[config.mk]
export PLATFORM = sky130hd
export DESIGN_NAME = pipeline_hazard_ctrl
export DESIGN_NICKNAME = d
export VERILOG_FILES = /design/src/rtl/hazard_pkg.sv /design/src/rtl/sat_counter.sv /design/src/rtl/pipeline_hazard_ctrl.sv
export SDC_FILE = /design/constraint.sdc
export NUM_CORES = 1
export LEC_CHECK = 0
export CAP_MARGIN = 20
export CORE_MARGIN = 4
export CORE_UTILIZATION = 39
export DETAILED_ROUTE_END_ITERATION = 10
export GPL_TIMING_DRIVEN = 0
export MAX_ROUTING_LAYER = met4
export PLACE_DENSITY = 0.76
export SYNTH_ARGS = -nofsm -noshare
export SYNTH_HDL_FRONTEND = slang
export SYNTH_SLANG_ARGS = --single-unit
[constraint.sdc]
create_clock -name clk_i -period 2.8 [get_ports clk_i]
set_clock_uncertainty 0.15 [all_clocks]
set_input_delay 0.56 -clock clk_i [delete_from_list [all_inputs] [get_ports clk_i]]
set_output_delay 0.56 -clock clk_i [all_outputs]
set_load 0.005 [all_outputs]
[src/rtl/hazard_pkg.sv]
// Shared types and constants for the pipeline hazard controller:
// FSM state encoding and the grouped stage-control bundle.
package hazard_pkg;

    // Controller modes: normal flow, load-use bubble run, MUL/DIV holding EX
    typedef enum logic [1:0] {
        RUN         = 2'd0,
        LOAD_STALL  = 2'd1,
        MULDIV_BUSY = 2'd2
    } hz_state_e;

    // Eight stage-control outputs, MSB first in this order
    typedef struct packed {
        logic pc_write;
        logic ifid_write;
        logic idex_write;
        logic exmem_write;
        logic memwb_write;
        logic ifid_flush;
        logic idex_bubble;
        logic exmem_bubble;
    } hz_ctrl_t;

    // Free-flowing pipeline: every register advances, nothing squashed
    localparam hz_ctrl_t HZ_CTRL_DEFAULT = '{
        pc_write: 1'b1, ifid_write: 1'b1, idex_write: 1'b1,
        exmem_write: 1'b1, memwb_write: 1'b1,
        ifid_flush: 1'b0, idex_bubble: 1'b0, exmem_bubble: 1'b0
    };

    // Held in reset: nothing advances, every stage is loaded with a NOP
    localparam hz_ctrl_t HZ_CTRL_RESET = '{
        pc_write: 1'b0, ifid_write: 1'b0, idex_write: 1'b0,
        exmem_write: 1'b0, memwb_write: 1'b0,
        ifid_flush: 1'b1, idex_bubble: 1'b1, exmem_bubble: 1'b1
    };

    // Data-memory wait: whole pipeline frozen in place, no squashing
    localparam hz_ctrl_t HZ_CTRL_FREEZE = '{
        pc_write: 1'b0, ifid_write: 1'b0, idex_write: 1'b0,
        exmem_write: 1'b0, memwb_write: 1'b0,
        ifid_flush: 1'b0, idex_bubble: 1'b0, exmem_bubble: 1'b0
    };

endpackage

[src/rtl/sat_counter.sv]
// Saturating up-counter with synchronous active-low clear.
module sat_counter #(
    parameter int CNT_W = 32
) (
    input  logic             clk_i,
    input  logic             clr_n_i,
    input  logic             inc_i,
    output logic [CNT_W-1:0] count_o
);

    logic [CNT_W-1:0] count_reg;

    // Clear dominates; otherwise count up and stick at all-ones
    always_ff @(posedge clk_i) begin
        if (!clr_n_i) begin
            count_reg <= '0;
        end else if (inc_i && (count_reg != {CNT_W{1'b1}})) begin
            count_reg <= count_reg + 1'b1;
        end
    end

    assign count_o = count_reg;

endmodule

[src/rtl/pipeline_hazard_ctrl.sv]
// Hazard controller for the 5-stage pipeline: load-use bubbles,
// multi-cycle MUL/DIV occupancy of EX, data-memory freeze and branch
// flush, plus saturating stall/flush performance counters.
module pipeline_hazard_ctrl
    import hazard_pkg::*;
#(
    parameter int REG_ADDR_W   = 5,
    parameter int LOAD_BUBBLES = 1,
    parameter int MULDIV_LAT   = 4,
    parameter int CNT_W        = 32
) (
    input  logic                  clk_i,
    input  logic                  rst_i,
    input  logic                  idex_memread_i,
    input  logic [REG_ADDR_W-1:0] idex_rd_i,
    input  logic [REG_ADDR_W-1:0] ifid_rs1_i,
    input  logic [REG_ADDR_W-1:0] ifid_rs2_i,
    input  logic                  ifid_rs1_used_i,
    input  logic                  ifid_rs2_used_i,
    input  logic                  ifid_muldiv_i,
    input  logic                  branch_taken_i,
    input  logic                  mem_stall_i,
    output logic                  pc_write_o,
    output logic                  ifid_write_o,
    output logic                  idex_write_o,
    output logic                  exmem_write_o,
    output logic                  memwb_write_o,
    output logic                  ifid_flush_o,
    output logic                  idex_bubble_o,
    output logic                  exmem_bubble_o,
    output logic [CNT_W-1:0]      stall_cycles_o,
    output logic [CNT_W-1:0]      flush_count_o
);

    localparam logic [4:0] LOAD_CNT_INIT   = 5'(LOAD_BUBBLES - 1);
    localparam logic [4:0] MULDIV_CNT_INIT = 5'(MULDIV_LAT - 1);

    hz_state_e  state_reg, state_next;
    logic [4:0] cnt_reg, cnt_next;
    hz_ctrl_t   ctrl;
    logic       load_use_hit;
    logic [1:0] perf_inc;
    logic [CNT_W-1:0] perf_val [2];

    // Load in EX whose destination is actually read by the instruction in ID
    always_comb begin
        load_use_hit = idex_memread_i && (idex_rd_i != '0) &&
                       ((ifid_rs1_used_i && (idex_rd_i == ifid_rs1_i)) ||
                        (ifid_rs2_used_i && (idex_rd_i == ifid_rs2_i)));
    end

    // Next state and stage controls; priority reset > mem stall > busy state > hit > branch
    always_comb begin
        ctrl       = HZ_CTRL_DEFAULT;
        state_next = state_reg;
        cnt_next   = cnt_reg;
        if (!rst_i) begin
            ctrl = HZ_CTRL_RESET;
        end else if (mem_stall_i) begin
            // Freeze everything; a busy state's final cycle is thereby extended
            ctrl = HZ_CTRL_FREEZE;
        end else begin
            case (state_reg)
                LOAD_STALL: begin
                    ctrl.pc_write    = 1'b0;
                    ctrl.ifid_write  = 1'b0;
                    ctrl.idex_bubble = 1'b1;
                    cnt_next         = cnt_reg - 5'd1;
                    if (cnt_reg == 5'd1) begin
                        state_next = RUN;
                    end
                end
                MULDIV_BUSY: begin
                    ctrl.pc_write     = 1'b0;
                    ctrl.ifid_write   = 1'b0;
                    ctrl.idex_write   = 1'b0;
                    ctrl.exmem_bubble = 1'b1;
                    cnt_next          = cnt_reg - 5'd1;
                    if (cnt_reg == 5'd1) begin
                        state_next = RUN;
                    end
                end
                default: begin
                    if (load_use_hit) begin
                        // Hold IF/ID, drop a NOP into EX; a same-cycle branch waits
                        ctrl.pc_write    = 1'b0;
                        ctrl.ifid_write  = 1'b0;
                        ctrl.idex_bubble = 1'b1;
                        if (LOAD_BUBBLES > 1) begin
                            state_next = LOAD_STALL;
                            cnt_next   = LOAD_CNT_INIT;
                        end
                    end else begin
                        // MUL/DIV enters EX this cycle, then occupies it
                        if (ifid_muldiv_i) begin
                            state_next = MULDIV_BUSY;
                            cnt_next   = MULDIV_CNT_INIT;
                        end
                        if (branch_taken_i) begin
                            ctrl.ifid_flush = 1'b1;
                        end
                    end
                end
            endcase
        end
    end

    // State register; reset abandons any stall in progress
    always_ff @(posedge clk_i) begin
        if (!rst_i) begin
            state_reg <= RUN;
            cnt_reg   <= 5'd0;
        end else begin
            state_reg <= state_next;
            cnt_reg   <= cnt_next;
        end
    end

    // Index 0 counts PC-held cycles, index 1 counts issued flushes
    assign perf_inc[0] = ~ctrl.pc_write;
    assign perf_inc[1] = ctrl.ifid_flush;

    generate
        for (genvar gi = 0; gi < 2; gi++) begin : g_perf
            sat_counter #(
                .CNT_W (CNT_W)
            ) u_cnt (
                .clk_i   (clk_i),
                .clr_n_i (rst_i),
                .inc_i   (perf_inc[gi]),
                .count_o (perf_val[gi])
            );
        end
    endgenerate

    assign stall_cycles_o = perf_val[0];
    assign flush_count_o  = perf_val[1];

    assign pc_write_o     = ctrl.pc_write;
    assign ifid_write_o   = ctrl.ifid_write;
    assign idex_write_o   = ctrl.idex_write;
    assign exmem_write_o  = ctrl.exmem_write;
    assign memwb_write_o  = ctrl.memwb_write;
    assign ifid_flush_o   = ctrl.ifid_flush;
    assign idex_bubble_o  = ctrl.idex_bubble;
    assign exmem_bubble_o = ctrl.exmem_bubble;

endmodule

Word level (Yosys, flattened, before mapping)
Cells that the tools add are included.

storage, ports and cells
  flip-flop bits (word level) = 71
  input bits = 23
  output and inout bits = 72
  logic and storage cells = 50

operators by class
  add/subtract/negate cells = 3
  equal/unequal tests = 9
  muxes and demuxes = 20
  bitwise gates (word level) = 2
  reduce and logical (&&, ||, !) cells = 12

operators by type and width
  operator                                                                count
  32-bit by 1-bit adder with 32-bit output (second input constant)        2
  32-bit != test (second input constant)                                  2
  5-bit two-way mux                                                       3
  2-bit two-way mux                                                       7
  5-bit equality test                                                     2
  8-bit two-way mux                                                       1
  1-bit logical AND                                                       6
  1-bit two-way mux                                                       6
  3-bit two-way mux                                                       2
  5-bit by 1-bit equality test with 1-bit output (second input constant)  1
  5-bit nonzero test                                                      1
  5-bit by 1-bit subtractor with 5-bit output (second input constant)     1
  4-bit AND reduction                                                     1
  3-bit AND reduction                                                     1
  2-bit by 1-bit equality test with 1-bit output (second input constant)  1
  2-bit equality test (second input constant)                             1
  2-bit by 1-bit != test with 1-bit output (second input constant)        1
  2-bit != test (second input constant)                                   1
  1-bit inverter                                                          2
  1-bit one-hot mux with 2 select lines                                   1
  2-bit nonzero test                                                      1
  2-bit OR reduction                                                      1
  1-bit logical OR                                                        1

Logic depth before layout (Yosys ltp)
Gate-level depths: netlist of the first run.

  depth after elaboration = 10
  gate-level depth with buffers = 8
  gate-level depth less buffers = 8

Modules after synthesis
A second synthesis of the first run with hierarchy kept.

second synthesis, totals
  cell total of the unflattened synthesis = 481
  area, all modules = 4008.8 um^2

modules (own cells, without submodules)
  module                times used  cells each  area an instance (um^2)  seq. area each (um^2)
  sat_counter           2           200         1704.1                   640.6
  pipeline_hazard_ctrl  1           81          600.6                    120.1

Least setup slack after synthesis of the first run
No wires, ideal clock.

  kind = input -> output
  start = in idex_rd_i[1]
  end = out pc_write_o
  arrival time = 2.027 ns
  required time = 2.090 ns
  setup slack = 0.063 ns
  cell stages on the path = 5
  path buffers = 2
  cells stage by stage = or4_1 -> o21a_2 -> a21boi_4 -> clkbuf_1 -> buf_4

on the way
  longest elaborated chain between the ends = 8
  elaborated cells on any way between the ends = 12
  classes of those cells = eq/ne: 2; mux: 4; reduce/logical: 6

RTL lines
  element                                 RTL line                                                text
  start: declaration                      pipeline_hazard_ctrl.sv:15                              input logic [REG_ADDR_W-1:0] idex_rd_i,
  5-bit equality test (on tied branches)  pipeline_hazard_ctrl.sv:48, pipeline_hazard_ctrl.sv:49
  1-bit logical AND (on tied branches)    pipeline_hazard_ctrl.sv:48, pipeline_hazard_ctrl.sv:49
  1-bit logical OR                        pipeline_hazard_ctrl.sv:48                              ((ifid_rs1_used_i && (idex_rd_i == ifid_rs1_i)) ||
  1-bit logical AND (*)                   pipeline_hazard_ctrl.sv:47                              load_use_hit = idex_memread_i && (idex_rd_i != '0) &&
  2-bit two-way mux (*)                   pipeline_hazard_ctrl.sv:84                              if (load_use_hit) begin
  2-bit two-way mux (*)                   pipeline_hazard_ctrl.sv:63                              case (state_reg)
  3-bit two-way mux (*)                   pipeline_hazard_ctrl.sv:59                              end else if (mem_stall_i) begin
  8-bit two-way mux (*)                   pipeline_hazard_ctrl.sv:57                              if (!rst_i) begin
  end: declaration                        pipeline_hazard_ctrl.sv:23                              output logic pc_write_o,

Every way passes the cells marked *; elsewhere a longest branch is shown, timed or not.

Worst setup path after layout of the first run
  start = in idex_rd_i[2]
  end = out ifid_flush_o

on the way
  longest elaborated chain between the ends = 8
  elaborated cells on any way between the ends = 12
  classes of those cells = eq/ne: 2; mux: 4; reduce/logical: 6

RTL lines
  element                                 RTL line                                                text
  5-bit equality test (on tied branches)  pipeline_hazard_ctrl.sv:48, pipeline_hazard_ctrl.sv:49
  1-bit logical AND (on tied branches)    pipeline_hazard_ctrl.sv:48, pipeline_hazard_ctrl.sv:49
  1-bit logical OR                        pipeline_hazard_ctrl.sv:48
  1-bit logical AND (*)                   pipeline_hazard_ctrl.sv:47
  1-bit two-way mux (*)                   pipeline_hazard_ctrl.sv:84
  1-bit two-way mux (*)                   pipeline_hazard_ctrl.sv:63
  3-bit two-way mux (*)                   pipeline_hazard_ctrl.sv:59
  8-bit two-way mux (*)                   pipeline_hazard_ctrl.sv:57
  end: declaration                        pipeline_hazard_ctrl.sv:28                              output logic ifid_flush_o,

Marks and branches as above.

==> results by group, run 1 <==
Run status
  – Status: finished, final reports clean

Synth
  – Cells after Synth: 450
  – FF+latch count, synth: 70
  – Area share of the largest cell type after synthesis: 38.3%
  – Number of flops mapped to enable cells by yosys: 0
  – Distinct cells, synth: 44
  – Dominant cell type by area after synthesis: dfxtp_1
  – Syn Std Cell Area: 3660 um2
  – Post-Syn Nets: 477
  – Top FF cell, synth: dfxtp_1
  – Syn Area/Cell: 8.14 um2
  – FFs w/ async S/R, synth: 0%
  – Top area cells in the synthesized netlist: dfxtp_1, xnor2_1, nor2_1
  – Synth Warn #: 0
  – Commonest cells in the netlist: dfxtp_1, nor2_1, xnor2_1
  – Most instantiated library cell after synthesis: dfxtp_1
  – Sequential fraction of the synthesis area: 38.3%

Detailed routing
  – Routed WL: 10400 um
  – Initial DRC Count: 125
  – Vias post-DR: 3686
  – Antenna Nets Post-Route: 0
  – Vias per cell: 5.41
  – WL/cell: 15.2 um
  – Drt pass-1 iters: 4
  – Residual DRC: 0

GRT
  – Pin count of the biggest net entering global routing: 13
  – Antenna violations before repair: 0
  – Global-route wire length before repair: 17200 um
  – Overflow left after global routing: 0
  – Overall Global Routing Usage: 19.2%
  – Vias in the first global route: 3615

Flow run
  – Max-Cap Viols: 0

Hold path
  – Worst hold path depth: 2
  – Hold path start: g_perf[0].u_cnt.count_o[1]
  – Worst Hold Path EP: g_perf[0].u_cnt.count_o[1]
  – Min-Delay Path Class: reg2reg

Clock tree
  – Sink Count: 70
  – Hold buffer count at CTS: 0
  – Buffer depth of the longest clock path: 2
  – CTS tree: done
  – Total CTS buffers: 9
  – H-tree levels: 3
  – Worst-skew pair later-pin latency: 0.34 ns
  – CTS clk-pin slew, worst paths: 0.07 ns
  – Root Buffer: clkbuf_8

Critical path
  – R2R depth: 7
  – Crit. End Element: output port
  – Reg-to-reg startpoint: g_perf[0].u_cnt.count_o[6]
  – Critical path arrival: 2.09 ns
  – Setup CP Type: in2out
  – CP Launch Type: input port
  – Crit path max fanout: 3
  – Critical Path RT: 2.09 ns
  – Worst r2r dst: g_perf[0].u_cnt.count_o[26]
  – Setup slack, reg-to-reg: 0.30 ns

Floorplan
  – Die width: 105 um
  – Chip height: 105 um
  – Die area: 11000 um2
  – # rows: 35
  – Core area: 9200 um2
  – Boundary Pins: 95
  – Initial Utilization: 39.8%

Pwr
  – Total power: 2180 uW
  – VDD IR max: 0.000218 V
  – Power Density: 429 nW/um2
  – Leakage power: 0.00178 uW

STA
  – Fin crit share: 99.9%
  – Slew headroom: 51.5%
  – Min Tclk post-route: 2.80 ns
  – Min setup slack post-route: 0.00171 ns
  – Final setup viols: 0
  – Fin Hold WS: 0.357 ns
  – Measured slew at the worst slew-check pin: 0.717 ns
  – Slew Limit Fails: 0
  – Peak Freq: 0.357 GHz
  – Final Hold Vio Count: 0
  – RSZ-0062 raised after global routing: true

Finish
  – Share of layout cells above drive strength 1: 9.65%
  – Max reg flops: 64
  – Layout net count: 592
  – Layout Area Growth over Synthesis: 38.8%
  – Number of diodes: 0

Place
  – Dpl hpwl: 7500 um
  – GPL Wtd Cong: 0.858
  – Place WS: -1.15 ns
  – Port bufs: 94
cell usage in the layout, fill, tap and decap left out, drive strengths merged, types with 2 or more instances in the layout:
cell type,instances
ha,4
o21ai,13
or3,11
a21oi,19
nor3,24
inv,9
and3,14
buf,20
dfxtp,70
clkdlybuf4s50,74
nand4b,2
o31ai,6
xnor2,40
mux2i,3
clkbuf,27
bufinv,2
xor2,16
or4,5
nor4,6
dlygate4sd2,11
nand3,20
clkinv,2
and2,6
a31oi,2
nand4,33
nand2b,5
nand2,39
nor2,59
dlymetal6s2s,2
nor4b,2
o22ai,2
and4,6
nor3b,3
cells by family after synthesis:
| family | Yosys count | synth area share [%] |
|---|---|---|
| compound gates | 48 | 8.71 |
| xor+xnor | 56 | 13.4 |
| fa+ha+maj | 4 | 1.37 |
| buf+inv | 29 | 3.31 |
| flops | 70 | 38.3 |
| mux | 3 | 0.820 |
| simple gates | 240 | 34.1 |
where the power goes:
part           switching, uW  internal (uW)
Clock                    393            550
Combinational            107            104
Sequential              16.4           1010
Total                    516           1660
area by class of cell:
type	count	area [um2]
buffer	20	110
clock buffer	11	151
clock inverter	5	81.3
fill	848	4110
inverter	9	33.8
multi-input combinational	351	2180
sequential	70	1400
tap	111	139
timing repair buffer	104	988
what timing repair did:
| item | CTS | global route |
|---|---|---|
| setup buffers | 8 | 1 |
| endpoints found under the hold margin | 0 | 0 |
| endpoints found under the setup margin | 35 | 16 |
| pin swaps | 12 | 7 |
| gates resized for setup | 45 | 10 |
worst max path at each step:
| stage | from | to | slack (ns) |
|---|---|---|---|
| 3_3_place_gp | idex_rd_i[1] | pc_write_o | -1.15 |
| 2_1_floorplan | idex_rd_i[1] | pc_write_o | 0.06 |
| 5_1_grt | ifid_rs1_i[2] | pc_write_o | -0.06 |
| 3_5_place_dp | idex_rd_i[1] | pc_write_o | -1.15 |
| 6_report | idex_rd_i[2] | ifid_flush_o | 0.002 |
| 4_1_cts | ifid_rs1_i[0] | pc_write_o | -0.1 |
metal layers:
layer	up-vias	routed length, um	GRT usage [%]
li1	1830	-	-
met1	1746	4490	22.4
met2	100	5340	33.3
met3	10	423	4.57
met4	0	102	4.59
met5	-	0	-
stage by stage:
step                      instance area, um2  cells  setup TNS [ns]  utilization (%)
after global placement                  4740    655          -21.07             51.6
after global routing                    5080    681          -0.113             55.3
after detailed placement                4740    655          -23.00             51.6
final                                   5080    681               0             55.3
after CTS                               5040    679          -0.102             54.8
after floorplan                         3660    450               0                -
critical path, stage by stage:
cell	delay, ns
buf_2	0.12
or4_4	0.54
o21a_4	0.24
buf_4	0.14
a21oi_4	0.16
clkbuf_8	0.14
nand2b_1	0.08
buf_2	0.11
No activity file was read; power rests on OpenSTA's default activity.
==> run 2, diff against run 1 <==
--- a/config.mk
+++ b/config.mk
@@ -5,7 +5,6 @@
 export SDC_FILE = /design/constraint.sdc
 export NUM_CORES = 1
 export LEC_CHECK = 0
-export CAP_MARGIN = 20
 export CORE_MARGIN = 4
 export CORE_UTILIZATION = 39
 export DETAILED_ROUTE_END_ITERATION = 10
==> run 2 against run 1 <==
Wire length about the same. Largest cell class unchanged. Via count up 0.60%. Highest routed layer unchanged. First-iteration DRC count down 5.6%. Worst setup slack about the same.
==> results by group, run 2 (synthesized netlist as in run 1, its figures left out) <==
STA
  – Peak Freq: 0.357 GHz (about the same)
  – Final setup viols: 0 (unchanged)
  – Final Hold Vio Count: 0 (unchanged)
  – Fin crit share: 99.9% (about the same)
  – Slew headroom: 49.2% (-2.3 points)
  – Setup TNS: 0 ns (unchanged)
  – RSZ-0062 raised after global routing: true
  – Slew Limit Fails: 0 (unchanged)
  – Min Tclk post-route: 2.80 ns (-0.000155 ns)
  – Fin Hold WS: 0.357 ns (-0.0000300 ns)
  – Min setup slack post-route: 0.00187 ns (+0.000155 ns)
  – Measured slew at the worst slew-check pin: 0.750 ns (+0.0331 ns)

Clock tree
  – Total CTS buffers: 9 (unchanged)
  – Sink Count: 70 (unchanged)
  – H-tree levels: 3 (unchanged)
  – CTS tree: done
  – Root Buffer: clkbuf_8
  – Buffer depth of the longest clock path: 2 (unchanged)
  – CTS clk-pin slew, worst paths: 0.07 ns (about the same)
  – Worst-skew pair later-pin latency: 0.34 ns (about the same)

Floorplan
  – Die area: 11000 um2 (unchanged)
  – # rows: 35 (unchanged)
  – Core area: 9200 um2 (unchanged)
  – Die width: 105 um (unchanged)
  – Boundary Pins: 95 (unchanged)
  – Initial Utilization: 39.8% (unchanged)
  – Chip height: 105 um (unchanged)

Critical path
  – Reg-to-reg startpoint: g_perf[0].u_cnt.count_o[6]
  – Crit path depth: 8 (unchanged)
  – Worst setup endpoint: ifid_flush_o
  – CP bufs+invs: 4 (unchanged)
  – R2R depth: 8 (+1)
  – CP peak stage delay: 0.54 ns (about the same)
  – CP Launch Type: input port
  – Crit path max fanout: 3 (unchanged)
  – Worst r2r dst: g_perf[0].u_cnt.count_o[4]
  – Critical path's slowest cell: or4_4
  – Setup slack, reg-to-reg: 0.32 ns (+0.02 ns)
  – Crit path launch: idex_rd_i[2]
  – Critical path arrival: 2.09 ns (about the same)
  – CP cell instances: buf_2, or4_4, o21a_4, buf_4, a21oi_4, clkbuf_8, nand2b_1, buf_2
  – CP delay by family, top: simple AND/OR/NAND/NOR gates
  – Crit. End Element: output port
  – Setup CP Type: in2out
  – Critical Path RT: 2.09 ns (about the same)
  – Top cell by count, worst path: buf_2

GRT
  – Pin count of the biggest net entering global routing: 13 (unchanged)
  – Overflow left after global routing: 0 (unchanged)
  – Global-route wire length before repair: 17200 um (unchanged)
  – Antenna violations before repair: 0 (unchanged)
  – Vias in the first global route: 3615 (unchanged)
  – Overall Global Routing Usage: 19.2% (unchanged)

Place
  – GPL Wtd Cong: 0.858 (unchanged)
  – Dpl hpwl: 7500 um (unchanged)
  – Port bufs: 94 (unchanged)
  – Place WS: -1.15 ns (unchanged)
  – Placed cell area: 4740 um2 (unchanged)

Pwr
  – VDD IR max: 0.000218 V (-0.10%)
  – Leakage power: 0.00177 uW (-0.21%)
  – Power Density: 429 nW/um2 (about the same)

Hold path
  – Min-Delay Path Class: reg2reg

Finish
  – Most common cell after layout, fill and taps aside: clkdlybuf4s50_1
  – Number of diodes: 0 (unchanged)
  – Layout Area Growth over Synthesis: 38.6% (about the same)
  – Non-Filler Cell Area, Final: 5080 um2 (about the same)
  – Most frequent cells in the layout: clkdlybuf4s50_1, dfxtp_1, nor2_1
  – Share of layout cells above drive strength 1: 9.49% (-0.16 points)
  – Max reg flops: 64 (unchanged)
  – Layout net count: 591 (-0.17%)

Detailed routing
  – Antenna Nets Post-Route: 0 (unchanged)
  – Initial DRC Count: 118 (-5.6%)
  – Routed WL: 10400 um (about the same)
  – WL/cell: 15.2 um (+0.17%)
  – Vias per cell: 5.45 (+0.74%)
  – Vias post-DR: 3708 (+0.60%)
  – Residual DRC: 0 (unchanged)
  – Drt pass-1 iters: 4 (unchanged)

Run status
  – Status: finished, final reports clean

Flow run
  – Max-Cap Viols: 0 (unchanged)
-- run 2: cell count changes in the layout (fill, tap and decap cells not counted) --
cell | previous run | this run
clkbuf_2 | 4 | 3
o311ai_0 | 1 | 0
o311ai_1 | 0 | 1
-- run 2: power by group --
group	switching, uW	internal (uW)
Sequential	16.4	1010
Combinational	107	104
Clock	389	550
Total	513	1660
-- run 2: worst reg2reg max path, cell delays in order, from the launching register on --
cell	delay, ns
dfxtp_1	0.46
nand4_1	0.22
nor2_1	0.29
nand3_1	0.28
nor4_2	0.33
buf_2	0.31
nor3_1	0.09
xnor2_1	0.18
nor2_1	0.05
-- run 2: layout make-up --
type | count | area [um2]
Timing Repair Buffer | 103 | 983
Buffer | 20 | 110
Tap cell | 111 | 139
Fill cell | 851 | 4120
Multi-Input combinational cell | 351 | 2180
Clock buffer | 11 | 151
Clock inverter | 5 | 81.3
Sequential cell | 70 | 1400
Inverter | 9 | 33.8
-- run 2: how the worst min path moves through the flow --
stage | cells after the start | start | slack [ns] | end
2_1_floorplan | 2 | cnt_reg[2] | 0.33 | cnt_reg[2]
3_3_place_gp | 2 | g_perf[1].u_cnt.count_o[1] | 0.34 | g_perf[1].u_cnt.count_o[1]
3_5_place_dp | 2 | g_perf[0].u_cnt.count_o[1] | 0.35 | g_perf[0].u_cnt.count_o[1]
4_1_cts | 2 | g_perf[0].u_cnt.count_o[1] | 0.36 | g_perf[0].u_cnt.count_o[1]
5_1_grt | 2 | g_perf[0].u_cnt.count_o[1] | 0.39 | g_perf[0].u_cnt.count_o[1]
6_report | 2 | g_perf[0].u_cnt.count_o[1] | 0.36 | g_perf[0].u_cnt.count_o[1]
-- run 2: layer usage --
metal	global-route usage [%]	part of all wire, %	vias to the layer above
met5	-	0	-
met4	4.59	1.1	0
met3	4.57	4.4	10
met2	33.3	51	114
met1	22.4	43	1754
li1	-	-	1830
-- run 2: per-stage QoR --
stage / cells / util (%) / total power, uW
2_1_floorplan: 450 / - / 1150
3_3_place_gp: 655 / 51.6 / 1250
3_5_place_dp: 655 / 51.6 / 1250
4_1_cts: 679 / 54.8 / 2200
5_1_grt: 680 / 55.2 / 2270
6_report: 680 / 55.2 / 2180
-- run 2: timing repair --
item / 4_1_cts / 5_1_grt
gates cloned: 0 / 0
gates resized for setup: 45 / 11
pin swaps: 12 / 7
endpoints found under the setup margin: 35 / 22
hold buffers: 0 / 0
buffers inserted: 8 / 1
